**src/rtl/button_pkg.sv**
```systemverilog
// Shared constants and helpers for the push-button conditioning front end.
package button_pkg;

  // Default debounce window: 10 ms of stable samples at 100 MHz.
  localparam int unsigned DEBOUNCE_CYCLES_DEFAULT = 1_000_000;

  // Short window so simulations see several complete debounce events quickly.
  localparam int unsigned DEBOUNCE_CYCLES_SIM = 4;

  // Board clock frequency the default window was derived from.
  localparam int unsigned CLK_HZ = 100_000_000;

  // Counter width able to hold every value from 0 up to the window length.
  function automatic int cnt_width(input int unsigned cycles);
    return $clog2(cycles + 1);
  endfunction

endpackage : button_pkg

```
**src/rtl/debounce_channel.sv**
```systemverilog
// One button channel: 2-flop synchronizer, debounce counter, debounced
// state register and a registered edge detector producing one-cycle pulses.
//
// Inputs and outputs are plain levels; there is no valid/ready handshake.
// The raw pin is asynchronous to clk and is only used through the
// synchronizer. All internal state is active-low (1 = released) so that
// reset values match an idle, unpressed button.
module debounce_channel
  import button_pkg::*;
#(
  parameter int unsigned DEBOUNCE_CYCLES = DEBOUNCE_CYCLES_DEFAULT
) (
  input  logic clk,
  input  logic rst_n,
  input  logic but_n,
  output logic pressed,
  output logic press_pulse,
  output logic release_pulse
);

  localparam int CNT_W = cnt_width(DEBOUNCE_CYCLES);

  // Last count value before a pending change is accepted; the counter
  // never goes past it, so there is no wrap-around.
  localparam logic [CNT_W-1:0] CNT_LAST = CNT_W'(DEBOUNCE_CYCLES - 1);

  logic             s1_q, s1_d;
  logic             s2_q, s2_d;
  logic             stable_q, stable_d;
  logic [CNT_W-1:0] cnt_q, cnt_d;
  logic             press_pulse_q, press_pulse_d;
  logic             release_pulse_q, release_pulse_d;

  // Next-state: synchronize, count consecutive disagreeing samples, accept
  // the new level after DEBOUNCE_CYCLES of them, and flag the edge.
  always_comb begin
    s1_d     = but_n;
    s2_d     = s1_q;
    stable_d = stable_q;
    cnt_d    = cnt_q;

    if (s2_q == stable_q) begin
      // A single agreeing sample cancels any pending change.
      cnt_d = '0;
    end else if (cnt_q == CNT_LAST) begin
      stable_d = s2_q;
      cnt_d    = '0;
    end else begin
      cnt_d = cnt_q + CNT_W'(1);
    end

    // Pulses are registered together with stable, so they line up with
    // the cycle in which pressed changes.
    press_pulse_d   = stable_q & ~stable_d;
    release_pulse_d = ~stable_q & stable_d;
  end

  // State registers; reset puts the channel in the released, idle state
  // and clears any in-flight pulse immediately.
  always_ff @(posedge clk or negedge rst_n) begin
    if (!rst_n) begin
      s1_q            <= 1'b1;
      s2_q            <= 1'b1;
      stable_q        <= 1'b1;
      cnt_q           <= '0;
      press_pulse_q   <= 1'b0;
      release_pulse_q <= 1'b0;
    end else begin
      s1_q            <= s1_d;
      s2_q            <= s2_d;
      stable_q        <= stable_d;
      cnt_q           <= cnt_d;
      press_pulse_q   <= press_pulse_d;
      release_pulse_q <= release_pulse_d;
    end
  end

  assign pressed       = ~stable_q;
  assign press_pulse   = press_pulse_q;
  assign release_pulse = release_pulse_q;

endmodule : debounce_channel

```
**src/rtl/button_conditioner.sv**
```systemverilog
// Conditions the raw active-low board buttons into debounced active-high
// levels plus one-cycle press and release pulses. Channels are independent
// copies of debounce_channel; simultaneous events pulse in the same cycle.
module button_conditioner
  import button_pkg::*;
#(
  parameter int unsigned N_BUTTONS       = 2,
  parameter int unsigned DEBOUNCE_CYCLES = DEBOUNCE_CYCLES_DEFAULT
) (
  input  logic                 clk,
  input  logic                 rst_n,
  input  logic [N_BUTTONS-1:0] but_n,
  output logic [N_BUTTONS-1:0] pressed,
  output logic [N_BUTTONS-1:0] press_pulse,
  output logic [N_BUTTONS-1:0] release_pulse
);

  // One identical conditioning channel per button.
  for (genvar i = 0; i < int'(N_BUTTONS); i++) begin : g_chan
    debounce_channel #(
      .DEBOUNCE_CYCLES(DEBOUNCE_CYCLES)
    ) u_chan (
      .clk          (clk),
      .rst_n        (rst_n),
      .but_n        (but_n[i]),
      .pressed      (pressed[i]),
      .press_pulse  (press_pulse[i]),
      .release_pulse(release_pulse[i])
    );
  end

endmodule : button_conditioner

```
**config.mk**
```make
export PLATFORM = sky130hd
export DESIGN_NAME = button_conditioner
export DESIGN_NICKNAME = d
export VERILOG_FILES = /design/src/rtl/button_pkg.sv /design/src/rtl/debounce_channel.sv /design/src/rtl/button_conditioner.sv
export SDC_FILE = /design/constraint.sdc
export NUM_CORES = 1
export LEC_CHECK = 0
export CAP_MARGIN = 25
export CORE_MARGIN = 2
export CORE_UTILIZATION = 25
export CTS_CLUSTER_DIAMETER = 150
export CTS_CLUSTER_SIZE = 25
export DETAILED_ROUTE_END_ITERATION = 10
export PLACE_DENSITY = 0.44
export SLEW_MARGIN = 20
export SYNTH_ARGS = -nofsm -noshare
export SYNTH_HDL_FRONTEND = slang
export SYNTH_SLANG_ARGS = --single-unit
```
**constraint.sdc**
```tcl
create_clock -name clk -period 2.1 [get_ports clk]
set_input_delay 0.21 -clock clk [delete_from_list [all_inputs] [get_ports clk]]
set_output_delay 0.21 -clock clk [all_outputs]
set_load 0.01 [all_outputs]
```
## Yosys cells after proc, flatten, opt, wreduce, memory -nomap -nowiden

Cells that the tools add are included.

| word-level totals | value |
|---|---|
| bits in registers | 50 |
| bits in latches | 0 |
| memory bits (writable) | 0 |
| memory bits (read-only) | 0 |
| input bits | 4 |
| word-level logic and storage cells | 34 |
| memories | 0 |

| operators by class | value |
|---|---|
| $add $sub $neg | 2 |
| $mul | 0 |
| divide/modulo/power cells | 0 |
| $lt $le $gt $ge | 0 |
| eq/ne operators | 4 |
| shifts and indexed selects | 0 |
| muxes and demuxes | 8 |
| bitwise operators | 8 |
| reduce and logical (&&, ||, !) cells | 0 |

Operators by type and width:

| cell | count |
|---|---|
| $mux W20 | 4 |
| $add A20 B1 Y20 const B | 2 |
| $eq A20 B20 Y1 const B | 2 |
| $and A1 B1 Y1 | 4 |
| $mux W1 | 4 |
| $not A1 Y1 | 4 |
| $eq A1 B1 Y1 | 2 |

## Longest topological paths before layout

Gate-level depths: netlist of the first run.

| logic depth | value |
|---|---|
| word-level depth | 5 |
| mapped depth | 6 |

## By module

From an unflattened synthesis of the first run, not the netlist that was laid out.

| unflattened totals | value |
|---|---|
| cell total of the unflattened synthesis | 226 |
| area, all modules | 2339.7 µm² |

By module, submodules not included:

| module | times used | cells each | area each (µm²) |
|---|---|---|---|
| debounce_channel | 2 | 113 | 1169.9 |

## Worst setup path before layout of the first run

Ideal clock, no wire load.

| path | value |
|---|---|
| path type | register to register |
| start point | register g_chan[1].u_chan.cnt_q[13] |
| end point | register g_chan[1].u_chan.stable_q |
| library setup time | 82 ps |
| arrival time | 1987 ps |
| data required time | 2018 ps |
| slack | 30 ps |
| cell stages (with the launch flop) | 5 |
| buffers on the path | 0 |
| cells stage by stage | dfrtp_1 or4_1 or4_4 or2_4 mux2_4 |

| on the way | value |
|---|---|
| word-level cells in the longest chain between the ends | 3 |

Ends and longest elaborated chain:

| what | RTL line | source |
|---|---|---|
| from (decl) | debounce_channel.sv:30 | `logic [CNT_W-1:0] cnt_q, cnt_d;` |
| from (signal assigned) | debounce_channel.sv:72 | `cnt_q <= cnt_d;` |
| $eq A20 B20 Y1 | debounce_channel.sv:45 | `end else if (cnt_q == CNT_LAST) begin` |
| $mux W1 | debounce_channel.sv:45 |  |
| $mux W1 | debounce_channel.sv:42 | `if (s2_q == stable_q) begin` |
| via g_chan[1].u_chan.stable_d | debounce_channel.sv:29 | `logic stable_q, stable_d;` |
| to (signal assigned) | debounce_channel.sv:71 | `stable_q <= stable_d;` |
| to (decl) | debounce_channel.sv:29 |  |

The timed path passes the listed nets, and every way through them passes these cells.

## Final worst setup path of the first run

Ends and elaborated chain as after synthesis.

==> flow_summary.toml, run 1 <==
[routing]
num_vias = 1718
wl_met2_um = 2040
viasPerCell = 4.45
wl_met3_um = 137
drtIter0Drc = 87
drt-pass1-iter-count = 4
wire_per_inst_um = 12.0
drt-total-wl_um = 4650
highest_layer = "met4"
drc = 0
wl_met1_um = 2400
antenna_left = 0

[synthesis]
seq_area_frac_synth_pct = 52.8
synth.distinct_cells = 39
ys.flop_type = "dfrtp_1"
async_flop_share_pct = 100
ys_seq_elements = 50
synth_nets = 235
synth_edf_count = 0
syn_area_per_cell_um2 = 10.4
yosysWarnings = 0
synth_area_leaders = "dfrtp_1 (46%), xnor2_1 (7.4%), dfstp_2 (6.6%), nor2_1 (5.2%), xor2_1 (3.3%)"
synth_top_cell_area_share_pct = 46.2
netlist_area_mm2 = 0.00238
synthCells = 229
yosysTopAreaCell = "dfrtp_1"

[grt]
grt_pass1_vias = 1700
antenna_found_initial = 0
grt_use_total_pct = 9.83
grt_max_degree = 51
gr-total-overflow = 0
grt_pass1_wl_um = 8090

[clock_tree]
htree_num_levels = 2
clock-root-buffer = "clkbuf_8"
insertion_delay_ns = 0.30
postCtsResizedCells = 0
clockBufferDepth = 2
cts.sinks = 50
numCtsBuffers = 5
path_clk_slew_ns = 0.10
cts_tree = "built"

[pwr]
p_leak_nw = 1.11
p_per_area_mw_per_mm2 = 585
peakVddDrop_v = 0.000242

[critical_path]
slowest_delay_ns = 0.52
critPathArrivalTime_ns = 2.29
crit_path_start_kind = "flip-flop"
cp_max_fo = 5
slowest_stage = "or4_1"
crit_path_end_kind = "flip-flop"
crit_family = "simple AND/OR/NAND/NOR gates"
path_cells = "or4_1, or4_4, or2_4, mux2_4"
cp_data_required_time_ns = 2.33
setup.worst_path.class = "reg2reg"
regToRegSetupSlack_ns = 0.04
crit_buf_inv = 0

[timing]
relSlewSlack_pct = 57.5
hold_violations = 3
final.period_utilization_pct = 98.1
hold_slack_ns = -0.00726
period_minus_slack_ns = 2.06
rsz0062_at_grt = "yes"
finalSetupViolCount = 0
fmax_mhz = 485
skew_ns = 0.0133
report.final.slew_viol_count = 0
tns_ns = 0
tightest_slew_ns = 0.632

[cells_and_area]
antenna_cells = 0
stdcell_count = 386
layout-drive-gt1-share_pct = 16.0
finalNetCount = 262
areaGrowthSynthToFinish_pct = 18.9
stdcell_area_mm2 = 0.00283

[placement]
gp_congestion = 0.784
place_area_mm2 = 0.00273
io_buffers = 9
hpwl_um = 3320
dp_cells = 377

[status]
violations = "negative hold slack"
outcome = "finished, violations left"

[floorplan]
coreArea_mm2 = 0.00924
num_io_pins = 10
die_y_um = 102
die_w_um = 102
rows = 35
dieArea_mm2 = 0.0103
start_util_pct = 25.8

[hold_path]
hold_class = "in2async"

[run]
cap_violations = 0
Yosys cell counts (2+ instances only):
| cell type | n |
|---|---|
| dfrtp_1 | 44 |
| nor2_1 | 33 |
| xnor2_1 | 20 |
| nand3_1 | 14 |
| nand4_1 | 9 |
| nor3_1 | 9 |
| xor2_1 | 9 |
| inv_1 | 8 |
| nand2_1 | 8 |
| and3_1 | 7 |
| nor4_1 | 7 |
| a21oi_1 | 6 |
| buf_4 | 6 |
| dfstp_2 | 6 |
| or4_1 | 5 |
| o31ai_1 | 4 |
| and2_1 | 3 |
| or3_1 | 3 |
| and4_1 | 2 |
| buf_2 | 2 |
| ha_1 | 2 |
| nor3b_1 | 2 |
| o21ai_0 | 2 |
| o221ai_1 | 2 |
| or4b_1 | 2 |
worst register-to-register path: stages, from the launching register on:
cell	delay [ns]
dfrtp_1	0.38
or4_1	0.52
or4_4	0.51
or2_4	0.27
mux2_4	0.30
stage by stage:
| stage | utilization [%] | setup slack, ns | power (W) |
|---|---|---|---|
| 3_5_place_dp | 29.5 | 0.0124 | 0.00108 |
| 5_1_grt | 30.6 | -0.0128 | 0.00174 |
| 6_report | 30.6 | 0.0391 | 0.00166 |
| 3_3_place_gp | 29.5 | 0.0338 | 0.00108 |
| 2_1_floorplan | - | 0.0302 | 0.00103 |
| 4_1_cts | 30.6 | 0.0120 | 0.00169 |
power by group:
part           internal (W)  leakage, nW  switching, W
clock              0.000272       0.0478      0.000330
sequential         0.000979        0.673     0.0000129
combinational     0.0000237        0.394     0.0000393
cell families after synthesis:
| family | share of synthesized area [%] |
|---|---|
| DFF | 52.8 |
| buffers and inverters | 3.73 |
| and+or+nand+nor | 24.8 |
| muxes | 1.52 |
| AOI/OAI and AO/OA | 5.36 |
| adders and majority gates | 1.05 |
| xor gates and xnor gates | 10.7 |
final cells by class:
type                    instances  area, um2
repair buffers                 29        248
well taps                     129        161
fillers                       948       6410
inverters                       8       30.0
clock buffers                   6       82.6
flip-flops and latches         50       1260
clock inverters                 2       16.3
multi-input cells             162       1030
registers in the layout, summed over array words and instances (netlist names):
name / count
g_chan.u_chan.s1_q: 2
g_chan.u_chan.s2_q: 2
g_chan.u_chan.press_pulse: 2
g_chan.u_chan.cnt_q: 40
g_chan.u_chan.stable_q: 2
g_chan.u_chan.release_pulse: 2
worst paths after layout:
path	to	cells after the start	startpoint
setup / recovery	g_chan[1].u_chan.stable_q	4	g_chan[1].u_chan.cnt_q[13]
hold / removal	g_chan[0].u_chan.cnt_q[17]	2	rst_n
setup reg to reg	g_chan[1].u_chan.stable_q	4	g_chan[1].u_chan.cnt_q[13]
hold reg to reg	g_chan[0].u_chan.s2_q	0	g_chan[0].u_chan.s1_q
max in group asynchronous	g_chan[1].u_chan.cnt_q[17]	2	rst_n
min in group clk	g_chan[0].u_chan.s1_q	1	but_n[0]
metal layers:
layer  track usage [%]  up-vias
li1                  -      861
met1              13.2      833
met2              15.4       19
met3              2.62        5
met4              3.12        0
met5                 0        -
timing repair:
| item | in CTS | in global routing |
|---|---|---|
| pin swaps | 2 | 1 |
| hold buffers | 0 | 0 |
| endpoints found under the setup margin | 1 | 2 |
| setup buffers | 1 | 0 |
placed cells by master (no fill, tap or decap), types with 5 or more instances in the layout:
master and count:
a21oi_1 6, nor3_1 9, xor2_1 9, and3_1 7, nand4_1 9, clkdlybuf4s50_1 8, xnor2_1 20, dfstp_2 6
buf_4 19, nor4_1 7, or4_1 5, dfrtp_1 44, clkbuf_8 6, nor2_1 33, nand3_1 14, inv_1 8
nand2_1 8
Power figures use the tool's default switching activity.
==> inputs of run 2 (changes only) <==
- CORE_ASPECT_RATIO: default -> 0.5
==> flow_summary.toml, run 2 (same netlist as run 1, synthesis figures left out) <==
[timing]
hold_slack_ns = 0.329
tightest_slew_ns = 0.450
tns_ns = 0
period_minus_slack_ns = 2.07
hold_violations = 0
final.period_utilization_pct = 98.7
skew_ns = 0.00389
relSlewSlack_pct = 69.9
rsz0062_at_grt = "yes"
worst_slack_ns = 0.0278
report.final.slew_viol_count = 0
fmax_mhz = 483
finalSetupViolCount = 0

[clock_tree]
cts.sinks = 50
clockBufferDepth = 2
cts_tree = "built"
path_clk_slew_ns = 0.07
clock-root-buffer = "clkbuf_16"
insertion_delay_ns = 0.28
htree_num_levels = 2
numCtsBuffers = 5

[critical_path]
r2r_start = "g_chan[1].u_chan.cnt_q[12]"
setup.worst_path.class = "reg2reg"
critical_path_depth = 4
crit_path_end_kind = "flip-flop"
reg2reg_depth = 4
crit_path_start_kind = "flip-flop"
slowest_delay_ns = 0.53
regToRegSetupSlack_ns = 0.03
critPathArrivalTime_ns = 2.29
path_cells = "or4b_4, or4_4, or2_4, mux2_4"
crit_family = "simple AND/OR/NAND/NOR gates"
cp_max_fo = 5
cp_data_required_time_ns = 2.32
crit_buf_inv = 0
r2r-end = "g_chan[1].u_chan.stable_q"
slowest_stage = "or4b_4"

[routing]
wire_per_inst_um = 12.0
drt-pass1-iter-count = 4
drtIter0Drc = 118
drt-total-wl_um = 4490
num_vias = 1717
antenna_left = 0
viasPerCell = 4.58
drc = 0

[cells_and_area]
largest_reg_flops = 40
nFillCells = 927
antenna_cells = 0
final_cell_mix = "dfrtp_1 (44), nor2_1 (33), xnor2_1 (20)"
regMostFlops = "g_chan.u_chan.cnt_q"
layout_commonest_cell = "dfrtp_1"
stdcell_count = 375
multi_input_area_mm2 = 0.00104
areaGrowthSynthToFinish_pct = 21.1
layout-drive-gt1-share_pct = 14.6
finalNetCount = 259
ff_latch_area_mm2 = 0.00126

[floorplan]
dieArea_mm2 = 0.0104
start_util_pct = 25.5
rows = 25
die_w_um = 142
coreArea_mm2 = 0.00935
die_y_um = 73.0
num_io_pins = 10

[pwr]
peakVddDrop_v = 0.000310
p_per_area_mw_per_mm2 = 679
p_leak_nw = 1.14

[placement]
gp_congestion = 0.758
io_buffers = 9
dp_cells = 365
hpwl_um = 3100
dp_slack_ns = 0.0322

[hold_path]
hp-start = "but_n[1]"
min_path_cells = 1
min_to = "g_chan[1].u_chan.s1_q"
hold_class = "in2reg"

[grt]
grt_max_degree = 51
antenna_found_initial = 0
gr-total-overflow = 0
grt_pass1_wl_um = 7810
grt_use_total_pct = 9.42
grt_pass1_vias = 1696

[status]
outcome = "complete, no violations"

[run]
cap_violations = 0
run 2: worst max path at each step:
stage	to	start	slack (ns)
3_5_place_dp	g_chan[1].u_chan.stable_q	g_chan[1].u_chan.cnt_q[13]	0.03
4_1_cts	g_chan[1].u_chan.stable_q	g_chan[1].u_chan.cnt_q[13]	0.03
6_report	g_chan[1].u_chan.stable_q	g_chan[1].u_chan.cnt_q[12]	0.03
3_3_place_gp	g_chan[1].u_chan.stable_q	g_chan[1].u_chan.cnt_q[13]	0.05
2_1_floorplan	g_chan[1].u_chan.stable_q	g_chan[1].u_chan.cnt_q[13]	0.03
5_1_grt	g_chan[1].u_chan.stable_q	g_chan[1].u_chan.cnt_q[7]	-0.01
run 2: per-stage QoR:
step | instance area (um2) | util [%] | power [W]
3_5_place_dp | 2700 | 28.8 | 0.00108
5_1_grt | 2890 | 30.8 | 0.00205
2_1_floorplan | 2380 | - | 0.00103
6_report | 2890 | 30.8 | 0.00196
3_3_place_gp | 2700 | 28.8 | 0.00108
4_1_cts | 2870 | 30.7 | 0.00200
run 2: layout make-up:
type | count | area share, %
flip-flops and latches | 50 | 43.6
well taps | 121 | 5.25
clock buffers | 6 | 4.47
multi-input cells | 162 | 36.0
repair buffers | 26 | 8.33
inverters | 8 | 1.04
clock inverters | 2 | 1.30
run 2: repair_timing:
action | CTS | global route
hold endpoints to repair | 44 | 0
hold buffers | 1 | 0
endpoints found under the setup margin | 0 | 1
setup buffers | 0 | 1
gates resized for setup | 0 | 1
run 2: power by group:
part	switching [W]	internal [W]	leakage, nW
registers	0.0000124	0.000980	0.673
clock network	0.000340	0.000562	0.0771
logic	0.0000397	0.0000262	0.389
run 2: routing by layer:
metal / wire, um / vias up / global-route usage (%)
li1: - / 857 / -
met1: 2150 / 836 / 11.1
met2: 2180 / 20 / 16.8
met3: 108 / 4 / 2.56
met4: 46 / 0 / 3.44
met5: 0 / - / 0
